--- config.mk ---
export PLATFORM = sky130hd
export DESIGN_NAME = mem_arbiter
export DESIGN_NICKNAME = d
export VERILOG_FILES = /design/src/rtl/mem_arbiter.sv
export SDC_FILE = /design/constraint.sdc
export NUM_CORES = 1
export LEC_CHECK = 0
export ABC_AREA = 1
export CAP_MARGIN = 20
export CORE_UTILIZATION = 52
export DETAILED_ROUTE_END_ITERATION = 8
export GPL_ROUTABILITY_DRIVEN = 0
export PLACE_DENSITY_LB_ADDON = 0.25
export REMOVE_ABC_BUFFERS = 1
export SLEW_MARGIN = 20
export SYNTH_ARGS = -nofsm -noshare
export SYNTH_HDL_FRONTEND = slang
export SYNTH_SLANG_ARGS = --single-unit
--- constraint.sdc ---
create_clock -name clk -period 3 [get_ports clk]
set_input_delay 0.6 -clock clk [delete_from_list [all_inputs] [get_ports clk]]
set_output_delay 0.6 -clock clk [all_outputs]
set_load 0.02 [all_outputs]
--- src/rtl/mem_arbiter.sv ---
// Byte-serial arbiter sharing one RAM port between instruction fetch and load/store.
// MEM has fixed priority; read bytes return two edges after issue and are assembled little-endian.
module mem_arbiter #(
  parameter int ADDR_W = 32
) (
  input  logic              clk,
  input  logic              rst,
  input  logic              if_req_i,
  input  logic [ADDR_W-1:0] if_addr_i,
  input  logic              if_flush_i,
  output logic              if_done_o,
  output logic [31:0]       if_inst_o,
  input  logic              mem_req_i,
  input  logic              mem_we_i,
  input  logic [1:0]        mem_size_i,
  input  logic [ADDR_W-1:0] mem_addr_i,
  input  logic [31:0]       mem_wdata_i,
  output logic              mem_done_o,
  output logic [31:0]       mem_rdata_o,
  output logic [ADDR_W-1:0] ram_a_o,
  output logic [7:0]        ram_dout_o,
  output logic              ram_wr_o,
  input  logic [7:0]        ram_din_i
);

  typedef enum logic [1:0] {
    ST_IDLE  = 2'd0,
    ST_FETCH = 2'd1,
    ST_DATA  = 2'd2
  } state_t;

  function automatic logic [2:0] size_to_len(input logic [1:0] size);
    case (size)
      2'b00:   return 3'd1;
      2'b01:   return 3'd2;
      default: return 3'd4;
    endcase
  endfunction

  state_t            r_state, w_state;
  logic [2:0]        r_cnt, w_cnt;
  logic [1:0]        r_cidx, w_cidx;
  logic [2:0]        r_len, w_len;
  logic              r_we, w_we;
  logic [ADDR_W-1:0] r_base, w_base;
  logic [31:0]       r_wdata, w_wdata;
  logic              r_iss, w_iss;
  logic              r_dv, w_dv;
  logic [31:0]       r_buf, w_buf;
  logic [ADDR_W-1:0] r_ram_a, w_ram_a;
  logic [7:0]        r_ram_dout, w_ram_dout;
  logic              r_ram_wr, w_ram_wr;
  logic              r_if_done, w_if_done;
  logic [31:0]       r_if_inst, w_if_inst;
  logic              r_mem_done, w_mem_done;
  logic [31:0]       r_mem_rdata, w_mem_rdata;

  logic              w_mem_ok, w_if_ok, w_last_cap;
  logic [31:0]       w_buf_cap;
  logic [ADDR_W-1:0] w_next_a;

  // A requester still seeing its done pulse is finishing, not asking again.
  assign w_mem_ok   = mem_req_i & ~r_mem_done;
  assign w_if_ok    = if_req_i & ~if_flush_i & ~r_if_done;
  assign w_next_a   = r_base + {{(ADDR_W-3){1'b0}}, r_cnt};
  assign w_last_cap = (({1'b0, r_cidx} + 3'd1) == r_len);

  // Merge the byte currently on ram_din_i into the assembly buffer.
  always_comb begin
    w_buf_cap = r_buf;
    w_buf_cap[{r_cidx, 3'b000} +: 8] = ram_din_i;
  end

  // Next-state, RAM port and result logic.
  always_comb begin
    w_state     = r_state;
    w_cnt       = r_cnt;
    w_cidx      = r_cidx;
    w_len       = r_len;
    w_we        = r_we;
    w_base      = r_base;
    w_wdata     = r_wdata;
    w_iss       = 1'b0;
    w_dv        = r_iss;
    w_buf       = r_buf;
    w_ram_a     = {ADDR_W{1'b0}};
    w_ram_dout  = 8'd0;
    w_ram_wr    = 1'b0;
    w_if_done   = 1'b0;
    w_if_inst   = r_if_inst;
    w_mem_done  = 1'b0;
    w_mem_rdata = r_mem_rdata;
    case (r_state)
      ST_IDLE: begin
        w_cidx = 2'd0;
        w_buf  = 32'd0;
        if (w_mem_ok) begin
          w_state    = ST_DATA;
          w_base     = mem_addr_i;
          w_we       = mem_we_i;
          w_wdata    = mem_wdata_i;
          w_len      = size_to_len(mem_size_i);
          w_cnt      = 3'd1;
          w_ram_a    = mem_addr_i;
          w_ram_wr   = mem_we_i;
          w_ram_dout = mem_we_i ? mem_wdata_i[7:0] : 8'd0;
          w_iss      = ~mem_we_i;
        end else if (w_if_ok) begin
          w_state = ST_FETCH;
          w_base  = if_addr_i;
          w_we    = 1'b0;
          w_len   = 3'd4;
          w_cnt   = 3'd1;
          w_ram_a = if_addr_i;
          w_iss   = 1'b1;
        end else begin
          w_cnt = 3'd0;
        end
      end
      ST_FETCH, ST_DATA: begin
        if ((r_state == ST_FETCH) && if_flush_i) begin
          w_state = ST_IDLE;
          w_cnt   = 3'd0;
          w_cidx  = 2'd0;
          w_dv    = 1'b0;
        end else if (r_we) begin
          if (r_cnt < r_len) begin
            w_ram_a    = w_next_a;
            w_ram_wr   = 1'b1;
            w_ram_dout = r_wdata[{r_cnt[1:0], 3'b000} +: 8];
            w_cnt      = r_cnt + 3'd1;
          end else begin
            w_state    = ST_IDLE;
            w_cnt      = 3'd0;
            w_mem_done = 1'b1;
          end
        end else begin
          if (r_cnt < r_len) begin
            w_ram_a = w_next_a;
            w_iss   = 1'b1;
            w_cnt   = r_cnt + 3'd1;
          end else begin
            w_cnt = r_cnt;
          end
          if (r_dv) begin
            w_buf  = w_buf_cap;
            w_cidx = r_cidx + 2'd1;
            if (w_last_cap) begin
              w_state = ST_IDLE;
              w_cnt   = 3'd0;
              w_cidx  = 2'd0;
              w_dv    = 1'b0;
              if (r_state == ST_FETCH) begin
                w_if_done = 1'b1;
                w_if_inst = w_buf_cap;
              end else begin
                w_mem_done  = 1'b1;
                w_mem_rdata = w_buf_cap;
              end
            end else begin
              w_state = r_state;
            end
          end else begin
            w_buf = r_buf;
          end
        end
      end
      default: begin
        w_state = ST_IDLE;
        w_cnt   = 3'd0;
        w_cidx  = 2'd0;
        w_dv    = 1'b0;
      end
    endcase
  end

  // State and output registers.
  always_ff @(posedge clk or negedge rst) begin
    if (!rst) begin
      r_state     <= ST_IDLE;
      r_cnt       <= 3'd0;
      r_cidx      <= 2'd0;
      r_len       <= 3'd0;
      r_we        <= 1'b0;
      r_base      <= {ADDR_W{1'b0}};
      r_wdata     <= 32'd0;
      r_iss       <= 1'b0;
      r_dv        <= 1'b0;
      r_buf       <= 32'd0;
      r_ram_a     <= {ADDR_W{1'b0}};
      r_ram_dout  <= 8'd0;
      r_ram_wr    <= 1'b0;
      r_if_done   <= 1'b0;
      r_if_inst   <= 32'd0;
      r_mem_done  <= 1'b0;
      r_mem_rdata <= 32'd0;
    end else begin
      r_state     <= w_state;
      r_cnt       <= w_cnt;
      r_cidx      <= w_cidx;
      r_len       <= w_len;
      r_we        <= w_we;
      r_base      <= w_base;
      r_wdata     <= w_wdata;
      r_iss       <= w_iss;
      r_dv        <= w_dv;
      r_buf       <= w_buf;
      r_ram_a     <= w_ram_a;
      r_ram_dout  <= w_ram_dout;
      r_ram_wr    <= w_ram_wr;
      r_if_done   <= w_if_done;
      r_if_inst   <= w_if_inst;
      r_mem_done  <= w_mem_done;
      r_mem_rdata <= w_mem_rdata;
    end
  end

  assign if_done_o   = r_if_done;
  assign if_inst_o   = r_if_inst;
  assign mem_done_o  = r_mem_done;
  assign mem_rdata_o = r_mem_rdata;
  assign ram_a_o     = r_ram_a;
  assign ram_dout_o  = r_ram_dout;
  assign ram_wr_o    = r_ram_wr;

endmodule

# Word-level counts from Yosys, hierarchy flattened
# Cells that the tools add are included.
[word_totals]
wordCells = 135
inputBits = 112
reg_bits = 216
out_inout_bits = 107
[classes]
n_bitwise = 10
eq_ne = 13
muxes = 73
n_shift = 3
add_sub_neg = 5
magnitude_cmp = 1
reduce_logical = 13
[op_table]
columns = ["cell", "count"]
rows = [
  ["2-to-1 mux 32 bit", 9],
  ["case mux 32 bit (2 select lines)", 2],
  ["2-to-1 mux 8 bit", 5],
  ["adder 32 x 3 -> 32 bit", 1],
  ["bitwise mux 32 bit", 1],
  ["variable shift 8 x 7 -> 32 bit (first input constant)", 1],
  ["indexed part select 32 x 6 -> 8 bit", 1],
  ["indexed part select 8 x 7 -> 32 bit", 1],
  ["2-to-1 mux 1 bit", 29],
  ["2-to-1 mux 2 bit", 12],
  ["2-to-1 mux 3 bit", 8],
  ["case mux 8 bit (2 select lines)", 1],
  ["!= test 4 bit (second input constant)", 3],
  ["case mux 3 bit (2 select lines)", 2],
  ["AND reduction 6 bit", 2],
  ["!= test 3 bit (second input constant)", 3],
  ["AND reduction 4 bit", 2],
  ["negation 5 -> 7 bit", 1],
  ["inverter 1 bit", 7],
  ["!= test 2 bit (second input constant)", 3],
  ["case mux 1 bit (2 select lines)", 3],
  ["AND reduction 2 bit", 3],
  ["equality test 2 x 1 -> 1 bit (second input constant)", 2],
  ["logical NOT 2 bit", 2],
  ["other kinds (11)", 14],
]

# Logic depth before layout (Yosys ltp)
[logic_depth]
ltp_word = 7
depth_mapped = 12
ltp_nobuf = 12

# Worst setup path after synthesis
# OpenSTA, ideal clock, no wires.
[synth_path]
path_type = "reg-to-reg"
startpoint = "register r_cidx[0]"
endpoint = "register r_if_inst[24] (netlist: if_inst_o[24])"
setup_time_ns = 0.130
period_less_slack_ns = 2.109
setup_slack_ns = 0.891
arrival_time_ns = 1.979
required_ns = 2.870
path_buffers = 2
stages_incl_launch_ff = 11
path_cell_list = "dfrtp_1 -> inv_1 -> buf_2 -> ha_1 -> xnor2_1 -> nand4_2 -> clkinv_2 -> nand3_4 -> buf_6 -> nand2_1 -> o21ai_2"
[synth_between]
elab_chain_cells = 3
elab_cells_between_ends = 7
classes_between = "2 x add/sub; 1 x eq/ne; 2 x shift; 1 x mux; 1 x reduce/logical"
[synth_lines]
columns = ["element", "line_no", "text"]
rows = [
  ["start, declared", "42", "logic [1:0] r_cidx, w_cidx;"],
  ["start signal, assigned", "200", "r_cidx <= w_cidx;"],
  ["negation 5 -> 7 bit or adder 2 x 1 -> 3 bit (tied branches)", "71, 66", ""],
  ["indexed part select 8 x 7 -> 32 bit (tied with other cells)", "71", "w_buf_cap[{r_cidx, 3'b000} +: 8] = ram_din_i;"],
  ["bitwise mux 32 bit or AND reduction 6 bit (tied branches)", "n/a", ""],
  ["end signal, assigned", "212", "r_if_inst <= w_if_inst;"],
  ["end, declared", "54", "logic [31:0] r_if_inst, w_if_inst;"],
]
# Parallel ways exist; a longest one is shown, timed or not.
# A chain may end at the register's enable or synchronous reset.

# Worst setup path after layout
[layout_path]
startpoint = "register r_cidx[0]"
endpoint = "register r_mem_rdata[20] (netlist: mem_rdata_o[20])"
[layout_between]
elab_chain_cells = 3
elab_cells_between_ends = 7
classes_between = "2 x add/sub; 1 x eq/ne; 2 x shift; 1 x mux; 1 x reduce/logical"
[layout_lines]
columns = ["element", "line_no", "text"]
rows = [
  ["negation 5 -> 7 bit or adder 2 x 1 -> 3 bit (tied branches)", "71, 66", ""],
  ["indexed part select 8 x 7 -> 32 bit (tied with other cells)", "71", ""],
  ["bitwise mux 32 bit or AND reduction 6 bit (tied branches)", "n/a", ""],
  ["end signal, assigned", "214", "r_mem_rdata <= w_mem_rdata;"],
  ["end, declared", "56", "logic [31:0] r_mem_rdata, w_mem_rdata;"],
]
# Parallel ways exist; a longest one is shown, timed or not.

==> impl_metrics.toml <==
[clocking]
ctsHoldBuffers = 0
cts_buffers = 22
cts_tree = "built"
cts_setup_buffers = 0
ctsResizeCount = 0
insertion_delay_ps = 500
path_clk_slew_ps = 60
numClockSinks = 216
cts_buffer_depth = 3
cts-root-buf = "clkbuf_16"
htree_levels = 1

[sta]
fin_crit_ps = 2570
finalHoldViolations = 0
finalSetupViolCount = 0
slew_headroom = 0.485
worstMarginPinSlew_ps = 772
period_share = 0.856
timing.hold.ws_ps = 123
rsz0062_at_grt = "false"
slew_violations = 0
final.setup_skew_ps = 12.1
fmax_mhz = 390

[floorplan]
die_w_um = 143
ioPinCount = 219
core_mm2 = 0.0195
die_h_um = 143
initial_core_util = 0.532
fp.dieArea_mm2 = 0.0206
rows = 51

[synth]
netlist_area_mm2 = 0.0104
synth_top_area_cell = "dfrtp_1"
synthArstFlopShare = 1.00
synth.distinct_cells = 40
synth_flop_cell = "dfrtp_1"
synth_area_leaders = "dfrtp_1 (52%), nand2_1 (15%), inv_1 (4.5%)"
synth_commonest_cells = "nand2_1 (425), dfrtp_1 (216), inv_1 (126), nor2_1 (71), o21ai_0 (58)"
synthCells = 1259
synth_edf_count = 0
synth.top_cell.area_share = 0.520
synth.avg_cell_area_um2 = 8.26
yosysSeqAreaShare = 0.520
synth-seq-cells = 216
ys_warn_count = 0
yosysMostFrequentCell = "nand2_1"

[layout]
nets = 1598
fin_util = 0.697
diodes = 0
syn_to_final_growth_pct = 30.9
final_area_mm2 = 0.0136
drive_above_1_share = 0.0728
instances_no_fill = 1749

[route]
drc = 0
vias = 9248
drt_wl_total_mm = 26.7
viasPerCell = 5.29
drt_iter0_markers = 644
dr.pass1.iters = 5
wl_per_cell_um = 15.3
drtAntennaViolNets = 0

[placed_design]
hpwlAfterDp_mm = 18.6
post_dp_cell_area_mm2 = 0.0128
placedCellCount = 1709
port_buffers = 218

[critical_path]
cp-endpoint = "mem_rdata_o[20]$_DFFE_PN0P_"
critPathLaunch = "r_cidx[0]$_DFFE_PN0P_"
worstReg2RegStart = "r_cidx[0]$_DFFE_PN0P_"
rrSetupSlack_ps = 430
critPathCaptureType = "flip-flop"
worst_ep_arrival_time_ps = 2920
worstReg2RegEnd = "mem_rdata_o[20]$_DFFE_PN0P_"
critPathRequiredTime_ps = 3350
critPathLaunchType = "flip-flop"
criticalPathCategory = "flip-flop to flip-flop"
cp_max_fo = 64
rr_worst_depth = 8

[pwr]
p_clk_frac = 0.235
p_comb_frac = 0.413
sw_frac_of_total = 0.395
leakage_nw = 6.33
ir_drop_uv = 437
p_seq_frac = 0.352
powerDensity_mw_per_mm2 = 945
intPower_mw = 7.78
p_sw_mw = 5.08

[global_routing]
grt_first_pass_wirelength_mm = 43.4
antenna_found_initial = 0
grt_pass1_vias = 8899
grt_max_degree = 81
grt-ovfl-total = 0
track_usage = 0.263

[flow_run]
maxCapViolCount = 0

[worst_hold_path]
hold_path.class = "input pin to async pin"

[run_status]
status = "finished clean"
## registers in the layout, summed over array words and instances (netlist names)
| register | cells |
|---|---|
| if_done_o | 1 |
| if_inst_o | 32 |
| mem_done_o | 1 |
| mem_rdata_o | 32 |
| r_base | 32 |
| r_buf | 32 |
| r_cidx | 2 |
| r_cnt | 3 |
| r_dv | 1 |
| r_iss | 1 |
| r_len | 3 |
| r_state | 2 |
| r_wdata | 32 |
| r_we | 1 |
| ram_a_o | 32 |
| ram_dout_o | 8 |
| ram_wr_o | 1 |
## how the worst min path moves through the flow
| stage | from | endpoint | slack [ps] |
|---|---|---|---|
| CTS | rst | if_inst_o[6]$_DFFE_PN0P_ | 150 |
| global placement | r_wdata[10]$_DFFE_PN0P_ | r_wdata[10]$_DFFE_PN0P_ | 450 |
| floorplan | rst | if_done_o$_DFF_PN0_ | 300 |
| global route | rst | mem_rdata_o[18]$_DFFE_PN0P_ | 190 |
| finish | rst | if_inst_o[6]$_DFFE_PN0P_ | 120 |
| detailed placement | r_wdata[13]$_DFFE_PN0P_ | r_wdata[13]$_DFFE_PN0P_ | 450 |
## worst max-delay path, stage by stage, from the launching register on
cell,delay [ps]
dfrtp_1,500
inv_1,100
ha_1,380
xnor2_1,240
nand4_2,180
clkinv_2,140
nand3_4,540
nand2_1,250
o21ai_1,90
## power by group through the flow
stage	combinational [mW]	sequential [mW]	clock (mW)
after floorplan	2.65	4.95	0
after global placement	5.11	4.54	0
after detailed placement	5.28	4.54	0
after CTS	5.32	4.51	3.06
after global routing	5.89	4.61	3.18
final	5.31	4.52	3.02
## layer usage
metal / up-vias / part of all wire / GRT usage
met1: 4362 / 0.42 / 0.343
met5: - / 0 / 0
met4: 0 / 0.022 / 0.0711
li1: 4514 / - / -
met2: 325 / 0.50 / 0.458
met3: 47 / 0.061 / 0.0377
## layout make-up
type	instances	area (um^2)
flip-flops and latches	216	5410
fillers	1650	5920
inverters	137	515
repair buffers	235	2350
well taps	265	332
clock buffers	31	666
multi-input cells	856	4180
clock inverters	9	150
## metrics by stage
stage / power [mW] / setup WS (ps) / setup TNS, ps
global placement: 9.64 / 552 / 0
CTS: 12.9 / 400 / 0
detailed placement: 9.82 / 439 / 0
global route: 13.7 / 168 / 0
floorplan: 7.60 / -19.8 / -164
finish: 12.9 / 433 / 0
## logic make-up (layout without fill, tap and decap cells)
group | after synthesis | count (layout) | synth area share
flip-flops | 216 | 216 | 0.520
XOR/XNOR | 5 | 5 | 0.00494
AO/OA/AOI/OAI | 248 | 248 | 0.146
AND/OR/NAND/NOR | 585 | 585 | 0.230
adder cells (fa/ha/maj) | 18 | 18 | 0.0224
buffers and inverters | 187 | 412 | 0.0775
## placed cells by master, fill, tap and decap left out, types with 4 or more instances in the layout
cell type / netlist / layout
clkbuf_8: 0 / 7
o22ai_1: 48 / 48
clkinv_2: 1 / 4
nand4_1: 11 / 11
clkbuf_16: 0 / 23
bufinv_16: 0 / 4
o21ai_2: 34 / 34
inv_1: 126 / 126
o21ai_1: 31 / 31
a32oi_1: 8 / 8
nand2_1: 425 / 425
buf_4: 0 / 14
clkdlybuf4s50_1: 0 / 217
nand3_1: 53 / 53
ha_1: 17 / 17
a21oi_1: 47 / 47
a22oi_1: 16 / 16
nor3_1: 10 / 10
inv_2: 7 / 7
o21ai_0: 58 / 58
dfrtp_1: 216 / 216
nor2_1: 71 / 71
Power figures use the tool's default switching activity.
